<file path="config.mk">
export PLATFORM = sky130hd
export DESIGN_NAME = debounce_edge
export DESIGN_NICKNAME = d
export VERILOG_FILES = /design/src/rtl/debounce_pkg.sv /design/src/rtl/sync_chain.sv /design/src/rtl/debounce_edge.sv
export SDC_FILE = /design/constraint.sdc
export NUM_CORES = 1
export LEC_CHECK = 0
export ABC_AREA = 1
export CAP_MARGIN = 20
export CORE_AREA = 2 2 39 41
export DETAILED_ROUTE_END_ITERATION = 16
export DIE_AREA = 0 0 41 43
export PLACE_DENSITY = 0.52
export SYNTH_ARGS = -nofsm -noshare
export SYNTH_HDL_FRONTEND = slang
export SYNTH_SLANG_ARGS = --single-unit
</file>
<file path="constraint.sdc">
create_clock -name clk_i -period 1.1 [get_ports clk_i]
set_input_delay 0.165 -clock clk_i [delete_from_list [all_inputs] [get_ports clk_i]]
set_output_delay 0.165 -clock clk_i [all_outputs]
set_load 0.05 [all_outputs]
</file>
<file path="src/rtl/debounce_pkg.sv">
// Shared types and defaults for the debounce filter and other latch consumers.
package debounce_pkg;

    typedef enum logic {
        ST_STABLE,
        ST_PENDING
    } dbnc_state_e;

    localparam int DBNC_SYNC_STAGES_DEF = 2;
    localparam int DBNC_STABLE_DEF      = 4;

endpackage

</file>
<file path="src/rtl/sync_chain.sv">
// Multi-flop synchroniser for a single asynchronous level.
module sync_chain
    import debounce_pkg::*;
#(
    parameter int   STAGES    = DBNC_SYNC_STAGES_DEF,
    parameter logic RESET_VAL = 1'b0
) (
    input  logic clk_i,
    input  logic rst_ni,
    input  logic d_i,
    output logic q_o
);

    logic [STAGES-1:0] chain_q;

    // Stage 0 may go metastable; only the last stage is consumed.
    always_ff @(posedge clk_i or negedge rst_ni) begin
        if (!rst_ni) begin
            chain_q <= {STAGES{RESET_VAL}};
        end else begin
            chain_q <= {chain_q[STAGES-2:0], d_i};
        end
    end

    assign q_o = chain_q[STAGES-1];

endmodule

</file>
<file path="src/rtl/debounce_edge.sv">
// Synchronises a glitchy latch output, filters it with a consecutive-sample
// counter and emits single-cycle rise/fall pulses.
module debounce_edge
    import debounce_pkg::*;
#(
    parameter int   SYNC_STAGES   = DBNC_SYNC_STAGES_DEF,
    parameter int   STABLE_CYCLES = DBNC_STABLE_DEF,
    parameter logic RESET_VAL     = 1'b0
) (
    input  logic clk_i,
    input  logic rst_ni,
    input  logic d_i,
    input  logic en_i,
    output logic q_o,
    output logic rise_o,
    output logic fall_o,
    output logic busy_o
);

    localparam int CW = $clog2(STABLE_CYCLES + 1);
    localparam logic [CW-1:0] CNT_LAST = CW'(STABLE_CYCLES - 1);
    localparam bit ONE_SHOT = (STABLE_CYCLES == 1);

    if (SYNC_STAGES < 2) begin : g_bad_sync
        $error("debounce_edge: SYNC_STAGES must be >= 2");
    end
    if (STABLE_CYCLES < 1) begin : g_bad_stable
        $error("debounce_edge: STABLE_CYCLES must be >= 1");
    end

    logic          s;
    dbnc_state_e   state_q;
    logic [CW-1:0] cnt_q;
    logic          q_q;
    logic          rise_q;
    logic          fall_q;

    sync_chain #(
        .STAGES    (SYNC_STAGES),
        .RESET_VAL (RESET_VAL)
    ) u_sync (
        .clk_i  (clk_i),
        .rst_ni (rst_ni),
        .d_i    (d_i),
        .q_o    (s)
    );

    // Pulses default low every cycle, so they can only live for the edge q changes on.
    always_ff @(posedge clk_i or negedge rst_ni) begin
        if (!rst_ni) begin
            state_q <= ST_STABLE;
            cnt_q   <= '0;
            q_q     <= RESET_VAL;
            rise_q  <= 1'b0;
            fall_q  <= 1'b0;
        end else begin
            rise_q <= 1'b0;
            fall_q <= 1'b0;
            case (state_q)
                ST_STABLE: begin
                    if (en_i && (s != q_q)) begin
                        if (ONE_SHOT) begin
                            q_q    <= s;
                            rise_q <= s;
                            fall_q <= ~s;
                        end else begin
                            cnt_q   <= CW'(1);
                            state_q <= ST_PENDING;
                        end
                    end
                end
                ST_PENDING: begin
                    if (!en_i || (s == q_q)) begin
                        cnt_q   <= '0;
                        state_q <= ST_STABLE;
                    end else if (cnt_q == CNT_LAST) begin
                        q_q     <= s;
                        rise_q  <= s;
                        fall_q  <= ~s;
                        cnt_q   <= '0;
                        state_q <= ST_STABLE;
                    end else begin
                        cnt_q <= cnt_q + 1'b1;
                    end
                end
                default: begin
                    cnt_q   <= '0;
                    state_q <= ST_STABLE;
                end
            endcase
        end
    end

    assign q_o    = q_q;
    assign rise_o = rise_q;
    assign fall_o = fall_q;
    assign busy_o = (state_q == ST_PENDING);

endmodule

</file>
* Yosys cells after proc, flatten, opt, wreduce, memory -nomap -nowiden
Cells that the tools add are included.
** Word-level totals
- Flip-flop bits (word level) :: 9
- Bits of input ports :: 4
- Word-level logic and storage cells :: 32
** Cells by class
- Add/sub/neg operators :: 1
- Eq/ne operators :: 4
- Muxes and demuxes :: 14
- Bitwise logic cells :: 3
- Reduce and logical (&&, ||, !) cells :: 4
** Operator list (count)
- $mux 1 :: 9
- $mux 3 :: 3
- $pmux 3 s2 :: 1
- $add 3x1->3 const B :: 1
- $eq 3x2->1 const B :: 1
- $not 1->1 :: 3
- $reduce_and 3->1 :: 1
- $ne 2x2->1 const B :: 1
- $pmux 1 s2 :: 1
- $eq 1x1->1 :: 1
- $logic_and 1x1->1 :: 1
- $logic_not 1->1 :: 1
- $logic_or 1x1->1 :: 1
- $ne 1x1->1 :: 1

* Longest topological paths before layout
Gate-level depths: netlist (run 1).
- Depth in word-level cells :: 4
- Depth in mapped cells :: 6
- Mapped depth without buffers :: 6

* Modules after synthesis
From an unflattened synthesis (run 1), not the netlist that was laid out.
** Unflattened totals
- Cell total of the unflattened synthesis :: 39
- Area total of the unflattened synthesis :: 366.6 um^2
** Modules (own cells, without submodules)
- debounce_edge :: times used 1, cells each 37, area each 316.6 um^2, sequential area each 175.2 um^2
- sync_chain :: times used 1, cells each 2, area each 50.0 um^2, sequential area each 50.0 um^2

* Worst setup path before layout (run 1)
Ideal clock, no wire load.
- Path type :: reg2reg
- Start :: register state_q, in the netlist busy_o
- End :: register q_q, in the netlist q_o
- Setup time :: 0.120 ns
- Data arrival time :: 1.149 ns
- Data required time :: 0.980 ns
- Slack :: -0.169 ns
- Cell stages (with the launch flop) :: 6
- Buffers on the path :: 0
- Cells stage by stage :: dfrtp_1 inv_1 nor2_1 nand2_1 nand2_1 nand2_1
** On the way
- Cells in the longest elaborated chain, start to end :: 1
** Ends and longest elaborated chain
- from (decl) :: line debounce_edge.sv:32 : dbnc_state_e state_q;
- from (signal assigned) :: line debounce_edge.sv:51 : state_q <= ST_STABLE;
- from (signal assigned) :: line debounce_edge.sv:68 : state_q <= ST_PENDING;
- from (signal assigned) :: line debounce_edge.sv:75 : state_q <= ST_STABLE;
- $reduce_and 3->1 (no source line)
- to (signal assigned) :: line debounce_edge.sv:63 : q_q <= s;
- to (signal assigned) :: line debounce_edge.sv:77 : q_q <= s;
- to (decl) :: line debounce_edge.sv:34 : logic q_q;
Every way passes these cells.
A chain may end at the register's enable or synchronous reset.

* Worst setup path after layout (run 1)
- Start :: register cnt_q[0]
- End :: register q_q, in the netlist q_o
** On the way
- Cells in the longest elaborated chain, start to end :: 2
** Ends and longest elaborated chain
- from (decl) :: line debounce_edge.sv:33 : logic [CW-1:0] cnt_q;
- from (signal assigned) :: line debounce_edge.sv:83 : cnt_q <= cnt_q + 1'b1;
- $eq 3x2->1 :: line debounce_edge.sv:76 : end else if (cnt_q == CNT_LAST) begin
- $reduce_and 3->1 (no source line)
Every way passes these cells.

==> impl_results.md, run 1 <==
* Top cells by area, synth: dfrtp_1, nand3_1, nand2_1, inv_1, nor2_1
* Clock-pin slew on the worst setup and hold paths at 0.06 ns
* Vias at 281
* Routed wire length at 644 µm
* Worst path required time at 1.24 ns
* GRT overflow at 0
* Worst slack at placement at -0.0614 ns
* DRT Pass-1 Iters at 4
* Sequential fraction of the synthesis area at 0.614
* Initial Util at 0.265
* RSZ-0062 raised after global routing: true
* Max Fclk at 968 MHz
* P_leak at 0.000262 µW
* Placed cells at 62
* CTS tree: done
* Cell area after synthesis at 367 µm²
* Post-CTS sizing at 0
* Synth warnings at 0
* Final ANT Viol Nets at 0
* Number of CTS-inserted buffers at 3
* Xor-xnor portion of the synthesized cell area at 0
* Worst Hold Class: input pin to asynchronous set/reset pin
* Total Nets Final at 56
* Worst path arrival time at 1.18 ns
* EDFF count, synth at 0
* Clk buf depth at 2
* Core area at 1380 µm²
* Final setup viols at 0
* Setup WS post-layout at 0.0671 ns
* Most common cell in the netlist: dfrtp_1
* Antenna violations before repair at 0
* Outcome: finished clean
* First-pass GRT wire length at 1170 µm
* Post-synthesis simple-gate area fraction at 0.263
* Height of the die at 43 µm
* Fraction of layout cells with a size suffix above 1 at 0.320
* Post-synth cell types at 9
* Postcts setup bufs at 0
* First DRT Iteration DRCs at 1
* Crit Path Class: register to register
* Asr flop ratio synth at 1.00
* Die W at 41 µm
* Final non-filler cell total at 66
* Area grow syn2layout at 48.1%
* Die ar. at 1760 µm²
* Syn Nets at 44
* GRT Overall Usage at 0.103
* PortBufs at 7
* # hold bufs at CTS at 0
* Clk_skew at 0.00606 ns
* Largest net degree at the start of global routing at 10
* Num rows at 14
* Cell Pwr Density at 1620 nW/µm²
* Seq cells post-synth at 9
* Worst slew pin tran at 0.413 ns
* Compound-Gate Fraction of Synth Area at 0.0273
* Root Driver: clkbuf_4
* Synth Flop Type: dfrtp_1
* CTS sink cnt at 9
* Yosys top cell area share at 0.614
* Post-Synth Adder-Cell Area at 0.0341
* DP HPWL at 473 µm
* Final min period at 1.03 ns
* Slew Limit Headroom at 0.724
* Vias in the first global route at 273
* Post-Syn Area per Cell at 9.40 µm²
* DRC violations left at 0
* Max H-tree Level at 1
* Slew Limit Fails at 0
* Final Hold Fails at 0
* Crit Path Max Fanout at 3
* Max VDD drop at 566 µV
* Max-cap violations at 0
* Top cell type by total area after synthesis: dfrtp_1
* Tcrit/Tclk final at 0.939
* Design Area, Final at 543 µm²
* Largest family of logic cells by synthesized area: simple AND/OR/NAND/NOR gates
* Top cells by count, synth: dfrtp_1, nand2_1, inv_1, nand3_1, nor2_1
* CP Launch Type: register
* DR vias/cell at 4.26
* Top Ports at 8
* Syn Inst Count at 39
* Worst setup EP type: register
* Area after DPL at 502 µm²
* Mux contribution to synthesized area at 0
* Gpl congestion at 0.736
* Avg WL per Cell at 9.76 µm
* Worst skew pair latency at 0.26 ns
* Antenna diode count at 0
cell families (layout without fill, tap and decap cells):
kind of cell               after synthesis  after routing
adders and majority gates                1              1
AOI/OAI and AO/OA                        2              2
buffers and inverters                    6             17
DFF                                      9              9
and+or+nand+nor                         21             21
worst max-delay path, stage by stage (launching register included):
cell     delay (ns)
dfrtp_1        0.36
ha_2           0.20
nand2_2        0.07
nor2_4         0.13
nand2_2        0.06
nand2_1        0.05
nand2_1        0.05
power breakdown:
part           switching, µW  leakage, µW  internal [µW]
Clock                    116    0.0000150            140
Combinational            120     0.000133           96.2
Sequential              37.6     0.000114            372
Total                    274     0.000262            608
cell type report:
type	instances	area [µm²]
repair buffers	7	110
fillers	138	841
inverters	6	22.5
flip-flops and latches	9	228
multi-input cells	24	136
well taps	16	20.0
clock buffers	4	26.3
per-layer routing:
layer | track usage | vias to the layer above | routed length [µm]
met1 | 0.146 | 125 | 299
met3 | 0.0314 | 2 | 43
li1 | - | 143 | -
met2 | 0.116 | 11 | 286
met5 | 0 | - | 0
met4 | 0.100 | 0 | 14
final timing paths:
| check | from | endpoint | slack (ns) | cells past startpoint |
|---|---|---|---|---|
| max | cnt_q[0]$_DFFE_PN0P_ | q_o$_DFFE_PN0P_ | 0.07 | 6 |
| min | rst_ni | cnt_q[0]$_DFFE_PN0P_ | 0.20 | 1 |
| max reg2reg | cnt_q[0]$_DFFE_PN0P_ | q_o$_DFFE_PN0P_ | 0.07 | 6 |
| min reg2reg | u_sync.chain_q[0]$_DFF_PN0_ | u_sync.chain_q[1]$_DFF_PN0_ | 0.35 | 0 |
| max in group asynchronous | rst_ni | q_o$_DFFE_PN0P_ | 0.58 | 1 |
| min in group clk_i | d_i | u_sync.chain_q[0]$_DFF_PN0_ | 0.34 | 1 |
metrics by stage:
step           setup TNS (ns)  hold WS, ns   util  total power (µW)
2_1_floorplan               0       -0.131      -               526
4_1_cts                     0        0.215  0.382               883
3_3_place_gp          -0.0719        0.334  0.363               616
3_5_place_dp          -0.0801        0.340  0.363               621
6_report                    0        0.199  0.392               881
5_1_grt               -0.0245        0.242  0.392               944
layout by cell type, fill, tap and decap left out:
cell type	instances
dfrtp_1	7
inv_1	6
nand3_1	6
nand2_1	5
nand2_2	4
nor2_1	4
buf_12	4
clkbuf_4	3
clkdlybuf4s50_1	3
nor2_4	2
a21oi_1	2
dfrtp_2	2
ha_2	1
clkbuf_1	1
registers in the layout, summed over array words and instances, names as in the netlist:
register,count
cnt_q,3
busy_o,1
rise_o,1
u_sync.chain_q,2
fall_o,1
q_o,1
No activity file was read; power rests on OpenSTA's default activity.
==> run 2: changes to the inputs <==
CORE_AREA = 5 5 42 44   (was 2 2 39 41)
DIE_AREA = 0 0 47 49   (was 0 0 41 43)
==> impl_results.md, run 2 (synthesis results as in run 1) <==
* Gpl congestion at 0.720
* GRT overflow at 0
* Pint at 608 µW
* GR met1 Demand/Resource at 0.0835
* Worst path arrival time at 1.20 ns
* FF+latch area at 228 µm²
* Max-cap violations at 0
* Num rows at 14
* Cell Pwr Density at 1620 nW/µm²
* Clk buf depth at 2
* Clk_skew at 0.00443 ns
* Worst path cell trace: ha_2, nand2_2, nor2_4, nand2_1, nand2_1, nand2_1
* Busiest layer in global routing: met1
* Setup WS post-layout at 0.0550 ns
* DR vias/cell at 4.60
* PortBufs at 7
* P_leak at 0.000268 µW
* Worst slew pin tran at 0.402 ns
* Seq pwr share at 0.461
* Most used cell, CP: nand2_1
* Tcrit/Tclk final at 0.950
* Worst Hold Class: input pin to asynchronous set/reset pin
* Max H-tree Level at 1
* Antenna violations before repair at 0
* CTS tree: done
* Final non-filler cell total at 67
* DP HPWL at 465 µm
* Initial Util at 0.262
* Slew Limit Headroom at 0.731
* CP Launch Type: register
* Worst path required time at 1.25 ns
* Outcome: finished clean
* Largest registers: cnt_q (3), u_sync.chain_q (2)
* Max VDD drop at 653 µV
* Highest-count cells in the layout ignoring fill and taps: nand2_1, dfrtp_1, inv_1, nand3_1
* CTS sink cnt at 9
* Fillcell total at 141
* Height of the die at 49 µm
* Crit-path max cell delay at 0.36 ns
* Die ar. at 2300 µm²
* Slew Limit Fails at 0
* DRT Pass-1 Iters at 4
* Worst setup EP type: register
* Final min period at 1.05 ns
* Max Fclk at 957 MHz
* Fraction of layout cells with a size suffix above 1 at 0.314
* Die W at 47 µm
* Share of total power in combinational logic at 0.253
* Final ANT Viol Nets at 0
* Total Nets Final at 57
* P_sw at 279 µW
* DRC violations left at 0
* Placed cells at 62
* Sw frac at 0.314
* Worst slack at placement at -0.0517 ns
* Multi-input gate area at 131 µm²
* Crit Path Class: register to register
* First DRT Iteration DRCs at 7
* Crit Path Max Fanout at 3
* Antenna diode count at 0
* Final setup viols at 0
* Critical Path Slowest Stage Cell: dfrtp_1
* Vias in the first global route at 242
* First-pass GRT wire length at 979 µm
* Worst skew pair latency at 0.26 ns
* Reg with most FFs: cnt_q
* GRT Overall Usage at 0.0625
* Avg WL per Cell at 9.99 µm
* Core area at 1400 µm²
* Area grow syn2layout at 49.1%
* Crit path max-delay family: simple AND/OR/NAND/NOR gates
* Top Ports at 8
* Clock share of power at 0.286
* Largest net degree at the start of global routing at 10
* Vias at 308
* Grt met2 use at 0.0679
* Clock-pin slew on the worst setup and hold paths at 0.06 ns
* Total power at 887 µW
* Root Driver: clkbuf_4
* RSZ-0062 raised after global routing: false
* Routed wire length at 669 µm
* Max FFs per register at 3
* Number of CTS-inserted buffers at 3
* Buf/Inv on CP at 0
* M3 GR Usage at 0.0332
* Final Hold Fails at 0
## run 2: changes by cell type in the layout (fill, tap and decap cells not counted)
cell      previous run  this run
nand2_1              5         7
clkinv_2             0         1
buf_4                0         1
clkbuf_1             1         0
nand2_2              4         2
## run 2: area by class of cell
class                      count  area share
clock buffer                   3      0.0412
clock inverter                 1     0.00915
inverter                       6      0.0412
multi-input combinational     24       0.240
sequential                     9       0.416
tap                           16      0.0366
timing repair buffer           8       0.215
## run 2: final timing paths
kind	from	endpoint	slack [ns]	cells past startpoint
worst max register to register	cnt_q[1]$_DFFE_PN0P_	q_o$_DFFE_PN0P_	0.05	6
worst min-delay path	rst_ni	cnt_q[2]$_DFFE_PN0P_	0.19	1
min in group clk_i	d_i	u_sync.chain_q[0]$_DFF_PN0_	0.34	1
worst min register to register	u_sync.chain_q[0]$_DFF_PN0_	u_sync.chain_q[1]$_DFF_PN0_	0.35	0
worst max-delay path	cnt_q[1]$_DFFE_PN0P_	q_o$_DFFE_PN0P_	0.05	6
max in group asynchronous	rst_ni	busy_o$_DFF_PN0_	0.59	1
## run 2: power by group through the flow
| stage | combinational, µW | clock, µW | sequential (µW) |
|---|---|---|---|
| finish | 224 | 254 | 409 |
| global route | 241 | 283 | 413 |
| CTS | 208 | 266 | 407 |
| detailed placement | 206 | 0 | 414 |
| global placement | 202 | 0 | 414 |
| floorplan | 83.9 | 0 | 442 |
## run 2: per-layer routing
| metal | wire length [µm] | vias to the layer above |
|---|---|---|
| met4 | 15 | 0 |
| met1 | 309 | 146 |
| met5 | 0 | - |
| met2 | 295 | 12 |
| met3 | 48 | 2 |
| li1 | - | 148 |
## run 2: repair_timing
action                     CTS  global route
setup endpoints to repair    0             2
resized for setup            0             3
buffers inserted             0             1
hold buffers                 0             0
## run 2: metrics by stage
stage	hold slack (ns)	setup TNS [ns]	util	area (µm²)
6_report	0.195	0	0.390	547
5_1_grt	0.213	0	0.390	547
4_1_cts	0.201	0	0.378	529
3_5_place_dp	0.336	-0.0517	0.358	502
3_3_place_gp	0.331	-0.0487	0.358	502
2_1_floorplan	-0.131	0	-	372
==> run 3: changes to the inputs <==
ABC_AREA = unset   (was 1)
==> impl_results.md, run 3 <==
* Setup TNS at -0.321 ns
* DP HPWL at 578 µm
* Most common cell after layout, fill and taps aside: dfrtp_1
* Worst path cell trace: ha_2, and3b_2, nand2_2, mux2_4
* Worst setup EP type: register
* Outcome: complete, but fails checks
* Xor-xnor portion of the synthesized cell area at 0.0240
* Critical Path Slowest Stage Cell: dfrtp_1
* GRT Overall Usage at 0.0903
* Cell Pwr Density at 1830 nW/µm²
* Share of total power in combinational logic at 0.392
* Top Ports at 8
* Tcrit/Tclk final at 1.13
* Sw frac at 0.312
* Final core utilization at 0.430
* Root Driver: clkbuf_4
* Antenna diode count at 0
* Slew Limit Headroom at 0.722
* P_leak at 0.000286 µW
* Vias at 272
* Placed cells at 55
* Multi-input gate area at 145 µm²
* PortBufs at 7
* Highest-count cells in the layout ignoring fill and taps: dfrtp_1, buf_4, buf_12
* Max-cap violations at 0
* Crit Path Max Fanout at 2
* Sequential fraction of the synthesis area at 0.616
* Seq pwr share at 0.385
* Worst Hold Class: input pin to asynchronous set/reset pin
* Setup WS post-layout at -0.145 ns
* Worst path required time at 1.24 ns
* P_sw at 343 µW
* CTS sink cnt at 9
* Most common cell in the netlist: dfrtp_1
* Syn Nets at 33
* Worst skew pair latency at 0.25 ns
* Top cells by count, synth: dfrtp_1, inv_1, mux2i_1, nand2_2, nand2b_1
* Compound-Gate Fraction of Synth Area at 0.0342
* Reg with most FFs: cnt_q
* Gpl congestion at 0.767
* # hold bufs at CTS at 0
* Yosys top cell area share at 0.616
* Mux contribution to synthesized area at 0.0959
* First DRT Iteration DRCs at 1
* CP Launch Type: register
* Pint at 757 µW
* Clock-pin slew on the worst setup and hold paths at 0.06 ns
* RSZ-0062 raised after global routing: true
* Final setup viols at 4
* Number of CTS-inserted buffers at 3
* GRT overflow at 0
* EDFF count, synth at 0
* Asr flop ratio synth at 1.00
* Reg2Reg Depth at 4
* Crit Path Class: register to register
* FF+latch area at 226 µm²
* Syn Inst Count at 28
* DR vias/cell at 4.32
* Area grow syn2layout at 65.1%
* Worst path arrival time at 1.38 ns
* DRT Pass-1 Iters at 2
* Synth Flop Type: dfrtp_1
* Vias in the first global route at 334
* Routed wire length at 789 µm
* Post-synthesis simple-gate area fraction at 0.175
* Largest registers: cnt_q (3), u_sync.chain_q (2)
* Max VDD drop at 688 µV
* Height of the die at 49 µm
* Post-synth cell types at 16
* Cell area after synthesis at 365 µm²
* Initial Util at 0.261
* CTS tree: done
* Top cell type by total area after synthesis: dfrtp_1
* Largest family of logic cells by synthesized area: simple AND/OR/NAND/NOR gates
* Antenna violations before repair at 0
* Num rows at 14
* Seq cells post-synth at 9
* Clk buf depth at 2
* Failing checks: setup timing
* DRC violations left at 0
* Fraction of layout cells with a size suffix above 1 at 0.489
* Worst slack at placement at -0.183 ns
* Crit-path max cell delay at 0.38 ns
* Core area at 1400 µm²
* First-pass GRT wire length at 1390 µm
* Max H-tree Level at 1
* Final min period at 1.25 ns
* Max FFs per register at 3
* Slew Limit Fails at 0
* Worst slew pin tran at 0.416 ns
* Clk_skew at 0.000833 ns
* Post-Syn Area per Cell at 13.0 µm²
* Final Hold Fails at 0
* Post-Synth Adder-Cell Area at 0.0342
* Clock share of power at 0.223
* Die ar. at 2300 µm²
* Total Nets Final at 53
* Fillcell total at 144
* Largest net degree at the start of global routing at 10
* Synth warnings at 0
* Max Fclk at 803 MHz
* Final ANT Viol Nets at 0
* Final non-filler cell total at 63
* Top cells by area, synth: dfrtp_1, mux2i_1, mux2_4, ha_1, nand2_2
* Avg WL per Cell at 12.5 µm
* Die W at 47 µm
run 3: changes by cell type after synthesis, moves of 2 or more:
cell,before,now
nand2_1,8,1
nand3_1,6,1
inv_1,6,2
nor2_1,5,1
a21oi_1,2,0
mux2i_1,0,2
nand2b_1,0,2
run 3: final cells by class:
class	instances	share of cell area
Tap cell	16	0.0332
Multi-Input combinational cell	17	0.241
Inverter	2	0.0124
Timing Repair Buffer	15	0.295
Clock buffer	4	0.0436
Sequential cell	9	0.376
run 3: final timing paths:
check	start	to	slack, ns
worst min-delay path	rst_ni	u_sync.chain_q[1]$_DFF_PN0_	0.21
worst max register to register	cnt_q[1]$_DFFE_PN0P_	q_o$_DFFE_PN0P_	-0.15
max in group asynchronous	rst_ni	busy_o$_DFF_PN0_	0.57
worst min register to register	u_sync.chain_q[0]$_DFF_PN0_	u_sync.chain_q[1]$_DFF_PN0_	0.35
worst max-delay path	cnt_q[1]$_DFFE_PN0P_	q_o$_DFFE_PN0P_	-0.15
min in group clk_i	u_sync.chain_q[0]$_DFF_PN0_	u_sync.chain_q[1]$_DFF_PN0_	0.35
run 3: cells by family (layout without fill, tap and decap cells):
logic type | Yosys count | count (layout)
and+or+nand+nor | 10 | 10
adders and majority gates | 1 | 1
AOI/OAI and AO/OA | 2 | 2
xor gates and xnor gates | 1 | 1
muxes | 3 | 3
DFF | 9 | 9
buffers and inverters | 2 | 21
run 3: repair_timing:
| item | 4_1_cts | 5_1_grt |
|---|---|---|
| buffers inserted | 3 | 1 |
| setup endpoints to repair | 6 | 9 |
| resized for setup | 3 | 2 |
| endpoints found under the hold margin | 0 | 0 |
| pin swaps | 2 | 0 |
run 3: per-layer routing:
metal  GRT usage  vias up  share of wire
met2       0.149        7           0.52
met4      0.0553        0          0.013
met5           0        -              0
met3      0.0369        2          0.077
met1      0.0884      131           0.38
li1            -      132              -
run 3: power by group through the flow:
stage / clock [µW] / sequential, µW / combinational (µW)
floorplan: 0 / 487 / 121
global placement: 0 / 419 / 339
detailed placement: 0 / 424 / 358
CTS: 260 / 421 / 418
global route: 284 / 432 / 473
finish: 245 / 424 / 431
run 3: worst max-delay path, delay by kind of cell (launching register included):
kind          cells  cell delay [ns]
flops             1             0.38
mux               1             0.29
simple gates      2             0.27
fa+ha+maj         1             0.19
run 3: metrics by stage:
stage / instance area [µm²] / hold WS (ns) / total power [µW]
after detailed placement: 527 / 0.337 / 782
after floorplan: 367 / -0.131 / 608
after global placement: 527 / 0.332 / 758
after global routing: 603 / 0.241 / 1190
final: 603 / 0.212 / 1100
after CTS: 586 / 0.212 / 1100
